--- src/rtl/dbg_pkg.sv ---
// rtl/dbg_pkg.sv - shared encodings and layout constants for the debug trace block
package dbg_pkg;

  localparam int DBG_PROBE_BW = 119;
  localparam int DBG_LA_BW    = 128;

  typedef enum logic [1:0] {
    DBG_MODE_LIVE   = 2'd0,
    DBG_MODE_FREEZE = 2'd1,
    DBG_MODE_TRACE  = 2'd2,
    DBG_MODE_STATUS = 2'd3
  } dbg_mode_e;

  typedef enum logic [1:0] {
    DBG_ST_IDLE    = 2'd0,
    DBG_ST_ARMED   = 2'd1,
    DBG_ST_CAPTURE = 2'd2,
    DBG_ST_DONE    = 2'd3
  } dbg_state_e;

  localparam int DBG_TRIG_CNT_BW = 16;
  localparam int DBG_ST_WR_LSB   = 2;

  function automatic int dbg_st_rd_lsb(input int aw);
    return aw + 3;
  endfunction

  function automatic int dbg_st_trig_lsb(input int aw);
    return 2 * aw + 3;
  endfunction

  // Where each pipeline stage lands in the packed probe vector
  localparam int DBG_CTL_BIT     = 0;
  localparam int DBG_MIC_BIT     = 1;
  localparam int DBG_DFE_LSB     = 2;
  localparam int DBG_DFE_MSB     = 9;
  localparam int DBG_DFE_VLD_BIT = 10;
  localparam int DBG_ACO_LSB     = 11;
  localparam int DBG_ACO_MSB     = 114;
  localparam int DBG_ACO_B0_BIT  = 115;
  localparam int DBG_ACO_B1_BIT  = 116;
  localparam int DBG_WRD_B0_BIT  = 117;
  localparam int DBG_WRD_B1_BIT  = 118;

endpackage

--- src/rtl/dbg_trace_buf.sv ---
// rtl/dbg_trace_buf.sv - trace storage: flop array, one write port, async read, reset to zero
module dbg_trace_buf #(
  parameter int DEPTH = 16,
  parameter int W     = 119,
  parameter int AW    = $clog2(DEPTH)
) (
  input  logic          clk_i,
  input  logic          rst_n_i,
  input  logic          we_i,
  input  logic [AW-1:0] waddr_i,
  input  logic [W-1:0]  wdata_i,
  input  logic [AW-1:0] raddr_i,
  output logic [W-1:0]  rdata_o
);

  logic [W-1:0] mem_q [DEPTH];

  always_ff @(posedge clk_i or negedge rst_n_i) begin
    if (!rst_n_i) begin
      for (int i = 0; i < DEPTH; i++) mem_q[i] <= '0;
    end else if (we_i) begin
      mem_q[waddr_i] <= wdata_i;
    end
  end

  assign rdata_o = mem_q[raddr_i];

endmodule

--- src/rtl/dbg_trace.sv ---
// rtl/dbg_trace.sv - LA probe override plus triggered, decimated trace capture
module dbg_trace
  import dbg_pkg::*;
#(
  parameter  int PROBE_BW = DBG_PROBE_BW,
  parameter  int LA_BW    = DBG_LA_BW,
  parameter  int DEPTH    = 16,
  localparam int AW       = $clog2(DEPTH)
) (
  input  logic                clk_i,
  input  logic                rst_n_i,
  input  logic [LA_BW-1:0]    la_data_in_i,
  input  logic [LA_BW-1:0]    la_oenb_i,
  output logic [LA_BW-1:0]    la_data_out_o,
  input  logic [PROBE_BW-1:0] probe_i,
  output logic [PROBE_BW-1:0] probe_o,
  input  logic [1:0]          cfg_mode_i,
  input  logic                cfg_arm_i,
  input  logic                cfg_rd_i,
  input  logic [7:0]          cfg_div_i,
  input  logic [PROBE_BW-1:0] trig_mask_i,
  input  logic [PROBE_BW-1:0] trig_value_i,
  output logic                done_o
);

  localparam int          ST_RD_LSB   = dbg_st_rd_lsb(AW);
  localparam int          ST_TRIG_LSB = dbg_st_trig_lsb(AW);
  localparam logic [AW:0] WR_FULL     = (AW+1)'(DEPTH);

  dbg_state_e                      state_q, state_d;
  logic [AW:0]                     wr_cnt_q, wr_cnt_d;
  logic [AW-1:0]                   rd_ptr_q, rd_ptr_d;
  logic [DBG_TRIG_CNT_BW-1:0]      trig_cnt_q, trig_cnt_d;
  logic [7:0]                      div_q, div_d, div_cnt_q, div_cnt_d;
  logic [PROBE_BW-1:0]             snap_q, snap_d;
  logic                            buf_we;
  logic [AW-1:0]                   buf_waddr;
  logic [PROBE_BW-1:0]             buf_rdata;
  logic                            match;
  logic [LA_BW-1:0]                status;

  assign probe_o = (la_oenb_i[PROBE_BW-1:0] & probe_i) |
                   (~la_oenb_i[PROBE_BW-1:0] & la_data_in_i[PROBE_BW-1:0]);

  generate
    if (LA_BW > PROBE_BW) begin : g_la_spare
      logic unused_la_spare;
      assign unused_la_spare = ^{la_data_in_i[LA_BW-1:PROBE_BW], la_oenb_i[LA_BW-1:PROBE_BW]};
    end
  endgenerate

  assign match  = ((probe_i ^ trig_value_i) & trig_mask_i) == '0;
  assign done_o = (state_q == DBG_ST_DONE);

  always_comb begin
    state_d    = state_q;
    wr_cnt_d   = wr_cnt_q;
    rd_ptr_d   = rd_ptr_q;
    trig_cnt_d = trig_cnt_q;
    div_d      = div_q;
    div_cnt_d  = div_cnt_q;
    snap_d     = snap_q;
    buf_we     = 1'b0;
    buf_waddr  = wr_cnt_q[AW-1:0];
    // Arm overrides everything, including a read pulse or a match in the same cycle
    if (cfg_arm_i) begin
      state_d   = DBG_ST_ARMED;
      wr_cnt_d  = '0;
      rd_ptr_d  = '0;
      div_cnt_d = '0;
    end else begin
      case (state_q)
        DBG_ST_ARMED: begin
          if (match) begin
            state_d   = DBG_ST_CAPTURE;
            snap_d    = probe_i;
            buf_we    = 1'b1;
            buf_waddr = '0;
            wr_cnt_d  = (AW+1)'(1);
            div_d     = cfg_div_i;
            div_cnt_d = '0;
            if (trig_cnt_q != '1) trig_cnt_d = trig_cnt_q + 1'b1;
          end
        end
        DBG_ST_CAPTURE: begin
          if (div_cnt_q == div_q) begin
            buf_we    = 1'b1;
            wr_cnt_d  = wr_cnt_q + 1'b1;
            div_cnt_d = '0;
            if (wr_cnt_d == WR_FULL) state_d = DBG_ST_DONE;
          end else begin
            div_cnt_d = div_cnt_q + 1'b1;
          end
        end
        DBG_ST_DONE: begin
          if (cfg_rd_i) rd_ptr_d = rd_ptr_q + 1'b1;
        end
        default: ;
      endcase
    end
  end

  always_ff @(posedge clk_i or negedge rst_n_i) begin
    if (!rst_n_i) begin
      state_q    <= DBG_ST_IDLE;
      wr_cnt_q   <= '0;
      rd_ptr_q   <= '0;
      trig_cnt_q <= '0;
      div_q      <= '0;
      div_cnt_q  <= '0;
      snap_q     <= '0;
    end else begin
      state_q    <= state_d;
      wr_cnt_q   <= wr_cnt_d;
      rd_ptr_q   <= rd_ptr_d;
      trig_cnt_q <= trig_cnt_d;
      div_q      <= div_d;
      div_cnt_q  <= div_cnt_d;
      snap_q     <= snap_d;
    end
  end

  dbg_trace_buf #(.DEPTH(DEPTH), .W(PROBE_BW), .AW(AW)) u_buf (
    .clk_i   (clk_i),
    .rst_n_i (rst_n_i),
    .we_i    (buf_we),
    .waddr_i (buf_waddr),
    .wdata_i (probe_i),
    .raddr_i (rd_ptr_q),
    .rdata_o (buf_rdata)
  );

  always_comb begin
    status                                = '0;
    status[1:0]                           = state_q;
    status[DBG_ST_WR_LSB +: AW+1]         = wr_cnt_q;
    status[ST_RD_LSB +: AW]               = rd_ptr_q;
    status[ST_TRIG_LSB +: DBG_TRIG_CNT_BW] = trig_cnt_q;
  end

  always_comb begin
    la_data_out_o = '0;
    case (dbg_mode_e'(cfg_mode_i))
      DBG_MODE_LIVE:   la_data_out_o[PROBE_BW-1:0] = probe_i;
      DBG_MODE_FREEZE: la_data_out_o[PROBE_BW-1:0] = snap_q;
      DBG_MODE_TRACE:  la_data_out_o[PROBE_BW-1:0] = buf_rdata;
      DBG_MODE_STATUS: la_data_out_o               = status;
      default:         la_data_out_o               = '0;
    endcase
  end

endmodule

--- config.mk ---
export PLATFORM = sky130hd
export DESIGN_NAME = dbg_trace
export DESIGN_NICKNAME = d
export VERILOG_FILES = /design/src/rtl/dbg_pkg.sv /design/src/rtl/dbg_trace_buf.sv /design/src/rtl/dbg_trace.sv
export SDC_FILE = /design/constraint.sdc
export NUM_CORES = 2
export LEC_CHECK = 0
export CORE_MARGIN = 10
export CORE_UTILIZATION = 29
export CTS_CLUSTER_DIAMETER = 150
export DETAILED_ROUTE_END_ITERATION = 16
export HOLD_SLACK_MARGIN = 0.12
export PLACE_DENSITY = 0.53
export RECOVER_POWER = 100
export SLEW_MARGIN = 20
export SYNTH_ARGS = -nofsm -noshare
export SYNTH_HDL_FRONTEND = slang
export SYNTH_SLANG_ARGS = --single-unit
--- constraint.sdc ---
create_clock -name clk_i -period 5.9 [get_ports clk_i]
set_clock_uncertainty 0.05 [all_clocks]
set_input_delay 1.18 -clock clk_i [delete_from_list [all_inputs] [get_ports clk_i]]
set_output_delay 1.18 -clock clk_i [all_outputs]
set_load 0.01 [all_outputs]
# Word-level counts from Yosys, hierarchy flattened
# Index checks and enable logic that the tools add are counted.
[word_totals]
ff_bits = 2066
inputBits = 627
output_inout_bits = 248
wordCells = 93
[op_classes]
add_sub_neg = 4
n_lt_le_gt_ge = 3
n_eq_ne = 12
muxes = 30
n_bitwise = 9
n_reduce_logical = 12
[op_table]
columns = ["op", "count"]
rows = [
  ["bitwise mux 1904 bit", 1],
  ["binary-select mux 119 bit (select 4 bit)", 1],
  ["demux 119 bit (select 4 bit)", 1],
  ["one-hot mux 119 bit (4 select lines)", 1],
  ["AND 119 bit", 3],
  ["2-to-1 mux 119 bit", 3],
  ["zero test 119 bit", 1],
  ["inverter 119 bit", 1],
  ["OR 119 bit", 1],
  ["bitwise XOR 119 bit", 1],
  ["2-to-1 mux 4 bit", 6],
  ["2-to-1 mux 8 bit", 3],
  ["adder 16 x 1 -> 16 bit, second input constant", 1],
  ["inequality test 16 bit, second input constant", 1],
  ["one-hot mux 8 bit (2 select lines)", 1],
  ["2-to-1 mux 5 bit", 3],
  ["greater-or-equal comparator 5 bit, second input constant", 2],
  ["inverter 4 -> 5 bit", 2],
  ["one-hot mux 5 bit (2 select lines)", 1],
  ["inequality test 3 bit, second input constant", 3],
  ["adder 8 x 1 -> 8 bit, second input constant", 1],
  ["== test 2 bit, second input constant", 4],
  ["== test 8 bit", 1],
  ["2-to-1 mux 2 bit", 4],
  ["other kinds (16)", 23],
]

# Logic depth before layout (Yosys ltp)
[depth]
word_depth = 12
ltp_mapped = 11
ltp_nobuf = 7

# Modules after synthesis
# Synthesis repeated with hierarchy kept, for this count alone.
[unflattened]
cells_unflattened = 6304
area_unflattened_um2 = 96586.4
[by_module_without_submodules]
columns = ["module", "instances", "cells_each", "area_each_um2", "seq_area_each_um2"]
rows = [
  ["dbg_trace_buf", 1, 5156, 84403.4, 47645.7],
  ["dbg_trace", 1, 1148, 12182.9, 4053.9],
]

# Worst setup path before layout
# No wires, ideal clock.
[synth_path]
path_type = "input -> output"
from = "input cfg_mode_i[0]"
to = "output la_data_out_o[100]"
arrival_time_ns = 2.581
required_ns = 4.670
slack_ns = 2.089
path_stages = 5
path_buffers = 3
path_cell_list = "clkbuf_1 > buf_1 > clkbuf_1 > mux2i_1 > o22ai_1"
[synth_between]
elab_chain_len = 2
word_cells_on_any_way = 5
cone_classes = "3 x eq/ne; 1 x mux; 1 x reduce/logical"
[synth_lines]
columns = ["element", "line_no", "rtl"]
rows = [
  ["start, declared", "dbg_trace.sv:17", "input logic [1:0] cfg_mode_i,"],
  ["== test 2 bit, or another cell as far along", "dbg_trace.sv:143", "case (dbg_mode_e'(cfg_mode_i))"],
  ["one-hot mux 119 bit (4 select lines) *", "dbg_trace.sv:143", ""],
  ["end, declared", "dbg_trace.sv:14", "output logic [LA_BW-1:0] la_data_out_o,"],
]
# Every way passes the cells marked *; elsewhere a longest branch is shown, timed or not.

# Worst setup path after layout
[layout_path]
from = "register rd_ptr_q[1]"
to = "output la_data_out_o[20]"
[layout_between]
elab_chain_len = 5
[layout_lines]
columns = ["element", "line_no", "rtl"]
rows = [
  ["start, declared", "dbg_trace.sv:32", "logic [AW-1:0] rd_ptr_q, rd_ptr_d;"],
  ["start signal, assigned", "dbg_trace.sv:115", "rd_ptr_q <= rd_ptr_d;"],
  ["inverter 4 -> 5 bit (not written as such)", "dbg_trace_buf.sv:26", "assign rdata_o = mem_q[raddr_i];"],
  ["binary-select mux 119 bit (select 4 bit)", "dbg_trace_buf.sv:26", ""],
  ["2-to-1 mux 119 bit (not written as such) (2 in a row)", "dbg_trace_buf.sv:26", ""],
  ["one-hot mux 119 bit (4 select lines)", "dbg_trace.sv:143", ""],
]
# No other way between the ends. The select of a mux whose other input is x is not followed.

==> impl_results.md <==
* Final ANT Viol Nets at 0
* Startpoint type of the worst setup path: flop
* Clock latency on the worst-skew pair at 0.91 ns
* Core Box Area at 353000 sq um
* DRT iter0 DRCs at 3769
* Layout Cells excl Fill at about 12000
* Commonest non-fill, non-tap cells in the layout: 2062 x dfrtp_1, 1023 x mux2_2, 928 x mux2_1
* TritonCTS clock tree: yes
* Number of synthesized flops with an enable pin at 0
* Num ports at approximately 900
* DRC viols at 0
* Final Core Density at 34.8%
* Port buffer count at 847
* Worst slew pin tran at 4.04 ns
* Die area at around 380000 sq um
* Root Buffer: clkbuf_16
* Syn Inst Count at slightly above 6000
* Drt pass-1 iters at 5
* Clock sinks at around 2100
* Max_slew headroom at -170%
* Final Cycle Share at 97.7%
* Main synth FF type: dfrtp_1
* Outcome: finished with violations
* Mapped Avg Cell Area at about 17 sq um
* Gr usage total at between 10% and 20%
* Max Slew Vio Count at around 720
* Layout cells sized above 1 at between 30 and 40%
* Routability cong. at around 0.8
* Failing checks: capacitance limit, slew limit
* P per Cell Area at ~260 nW/um^2
* Routed vias/inst at between 4 and 5
* Synth-to-layout area growth at 19.3%
* Yosys warns at 0
* Chip width at roughly 620 microns
* Pin count of the biggest net entering global routing at ~170
* Post-cts sizing count at 0
* Endpoints failing hold at 0
* Clock buffer depth at 4
* Hold_buf cts at 0
* Commonest non-fill, non-tap cell in the layout: dfrtp_1
* Wire length per cell at about 28 microns
* Post-synthesis instance area at roughly 100000 sq um
* Tmin final at a little under 6 ns
* Leak pwr at between 50 and 60 nW
* Vert. Die Dim at around 620 microns
* Cell variety after synth at 62
* Worst hold path type: flop to flop
* CP Data Required Time at 4.67 ns
* # H-tree levels at 4
* Setup CP Type: flop to output pin
* Routed via count at between 50000 and 60000
* Vias in the first global route at between 60000 and 70000
* Sequential area share after synthesis at approximately 50%
* Initial cell density of the core at 29.2%
* Row count at 218
* Placed Cells at approximately 12000
* First-pass GRT wire length at just under 500000 microns
* HPWL Detailed at 241000 microns
* Cts bufs inserted at 234
* Worst-path clk slew at 0.06 ns
* Fraction of registers with async set/reset at 100%
* Maximum clock frequency at about 170 MHz
* Total grt overflow at 0
* Tot Pwr at 0.0320 W
* Setup Viol. Count Final at 0
* Initial antenna violation count at 43
* CP max FO at 42
* CP Capture Type: output pin
* Max-Cap Viols at 11
* Routed WL at 340000 microns
* Number of synthesized register bits at ~2100
* WP data arrival at approximately 4.5 ns
* Setup Fix Bufs, Post-CTS at 0
* Nets at approximately 7800
* Worst vdd ir at 214 uV
-- where the power goes --
| group | total, W | switching, W | internal [W] |
|---|---|---|---|
| Combinational | 0.00239 | 0.00138 | 0.00101 |
| Clock | 0.0153 | 0.00626 | 0.00907 |
| Sequential | 0.0143 | 0.0000336 | 0.0142 |
-- worst paths after layout --
kind	startpoint	endpoint	slack, ns	cells after the start
worst max-delay path	rd_ptr_q[1]	la_data_out_o[20]	0.14	5
worst min-delay path	u_buf.mem_q[155]	u_buf.mem_q[155]	0.43	1
worst max register to register	div_cnt_q[6]	u_buf.mem_q[1871]	2.54	9
worst min register to register	u_buf.mem_q[155]	u_buf.mem_q[155]	0.43	1
max in group asynchronous	rst_n_i	u_buf.mem_q[1429]	0.77	2
min in group asynchronous	rst_n_i	u_buf.mem_q[713]	1.61	1
-- sequential cells by signal, summed over array words and instances, names as in the netlist --
name and flops:
div_q 8, wr_cnt_q 5, state_q 2, snap_q 119, u_buf.mem_q 1904, rd_ptr_q 4, div_cnt_q 8, trig_cnt_q 16
-- logic make-up after synthesis --
| family | Yosys count | synth area share (%) |
|---|---|---|
| AOI/OAI and AO/OA | 189 | 1.26 |
| xor gates and xnor gates | 143 | 1.22 |
| adders and majority gates | 7 | 0.0851 |
| buffers and inverters | 757 | 4.87 |
| DFF | 2066 | 50.2 |
| muxes | 2869 | 41.3 |
| other | 1 | 0.00364 |
| and+or+nand+nor | 149 | 1.01 |
-- Yosys cell counts, drive strengths merged, types with 2 or more instances --
cell type  count  area share [%]
nor3b          5           0.052
a21oi          8           0.043
nor3          18            0.12
and2           2           0.012
nand4         38            0.38
o32ai          2           0.017
a41oi          2           0.017
xnor2          8           0.068
o2bb2ai        2           0.017
xor2         135             1.1
a21bo          3           0.029
or2            2           0.012
o22ai         94            0.57
ha             7           0.085
a31oi          4           0.024
buf          308             3.2
and3           7           0.043
mux2i         96            0.93
nand2b         2           0.012
inv          102            0.37
nand3         18            0.10
dfrtp       2066              50
nor4           9           0.073
a22oi         59            0.43
mux4         620              14
nand2         22           0.080
o21ai          5           0.024
a32oi          2           0.017
mux2        2153              27
clkbuf       347             1.3
nor2          22           0.095
nor2b          2           0.012
-- metal layers --
layer	GRT usage, %	share of wire [%]	vias to the layer above	wire (microns)
li1	-	-	25000	-
met1	23.9	44	32300	151000
met2	29.4	49	1312	168000
met3	2.48	3.9	359	13300
met4	4.36	2.2	2	7600
met5	0	0.0035	-	12
-- layout make-up --
type | count | area [sq um]
sequential | 2066 | 51700
inverter | 102 | 383
multi-input combinational | 3366 | 43600
timing repair buffer | 1390 | 13000
clock inverter | 96 | 1230
antenna | 19 | 47.5
tap | 4730 | 5920
fill | 34300 | 230000
clock buffer | 341 | 6910
-- metrics by stage --
stage                     setup TNS (ns)  setup WS [ns]  cell area, sq um  hold WS, ns
final                                  0          0.138            123000        0.434
after global routing              -0.347        -0.0198            123000        0.449
after CTS                              0         0.0737            127000        0.241
after detailed placement               0          0.277            119000        0.426
after global placement                 0          0.320            119000        0.418
after floorplan                        0           2.09            103000        0.400
-- critical path, stage by stage, from the launching register on --
cell and delay [ns]:
dfrtp_4 1.10, buf_2 0.54, mux4_2 0.40, mux4_2 0.46, mux4_2 0.52, clkdlybuf4s50_1 0.56
No activity file was read; power rests on OpenSTA's default activity.
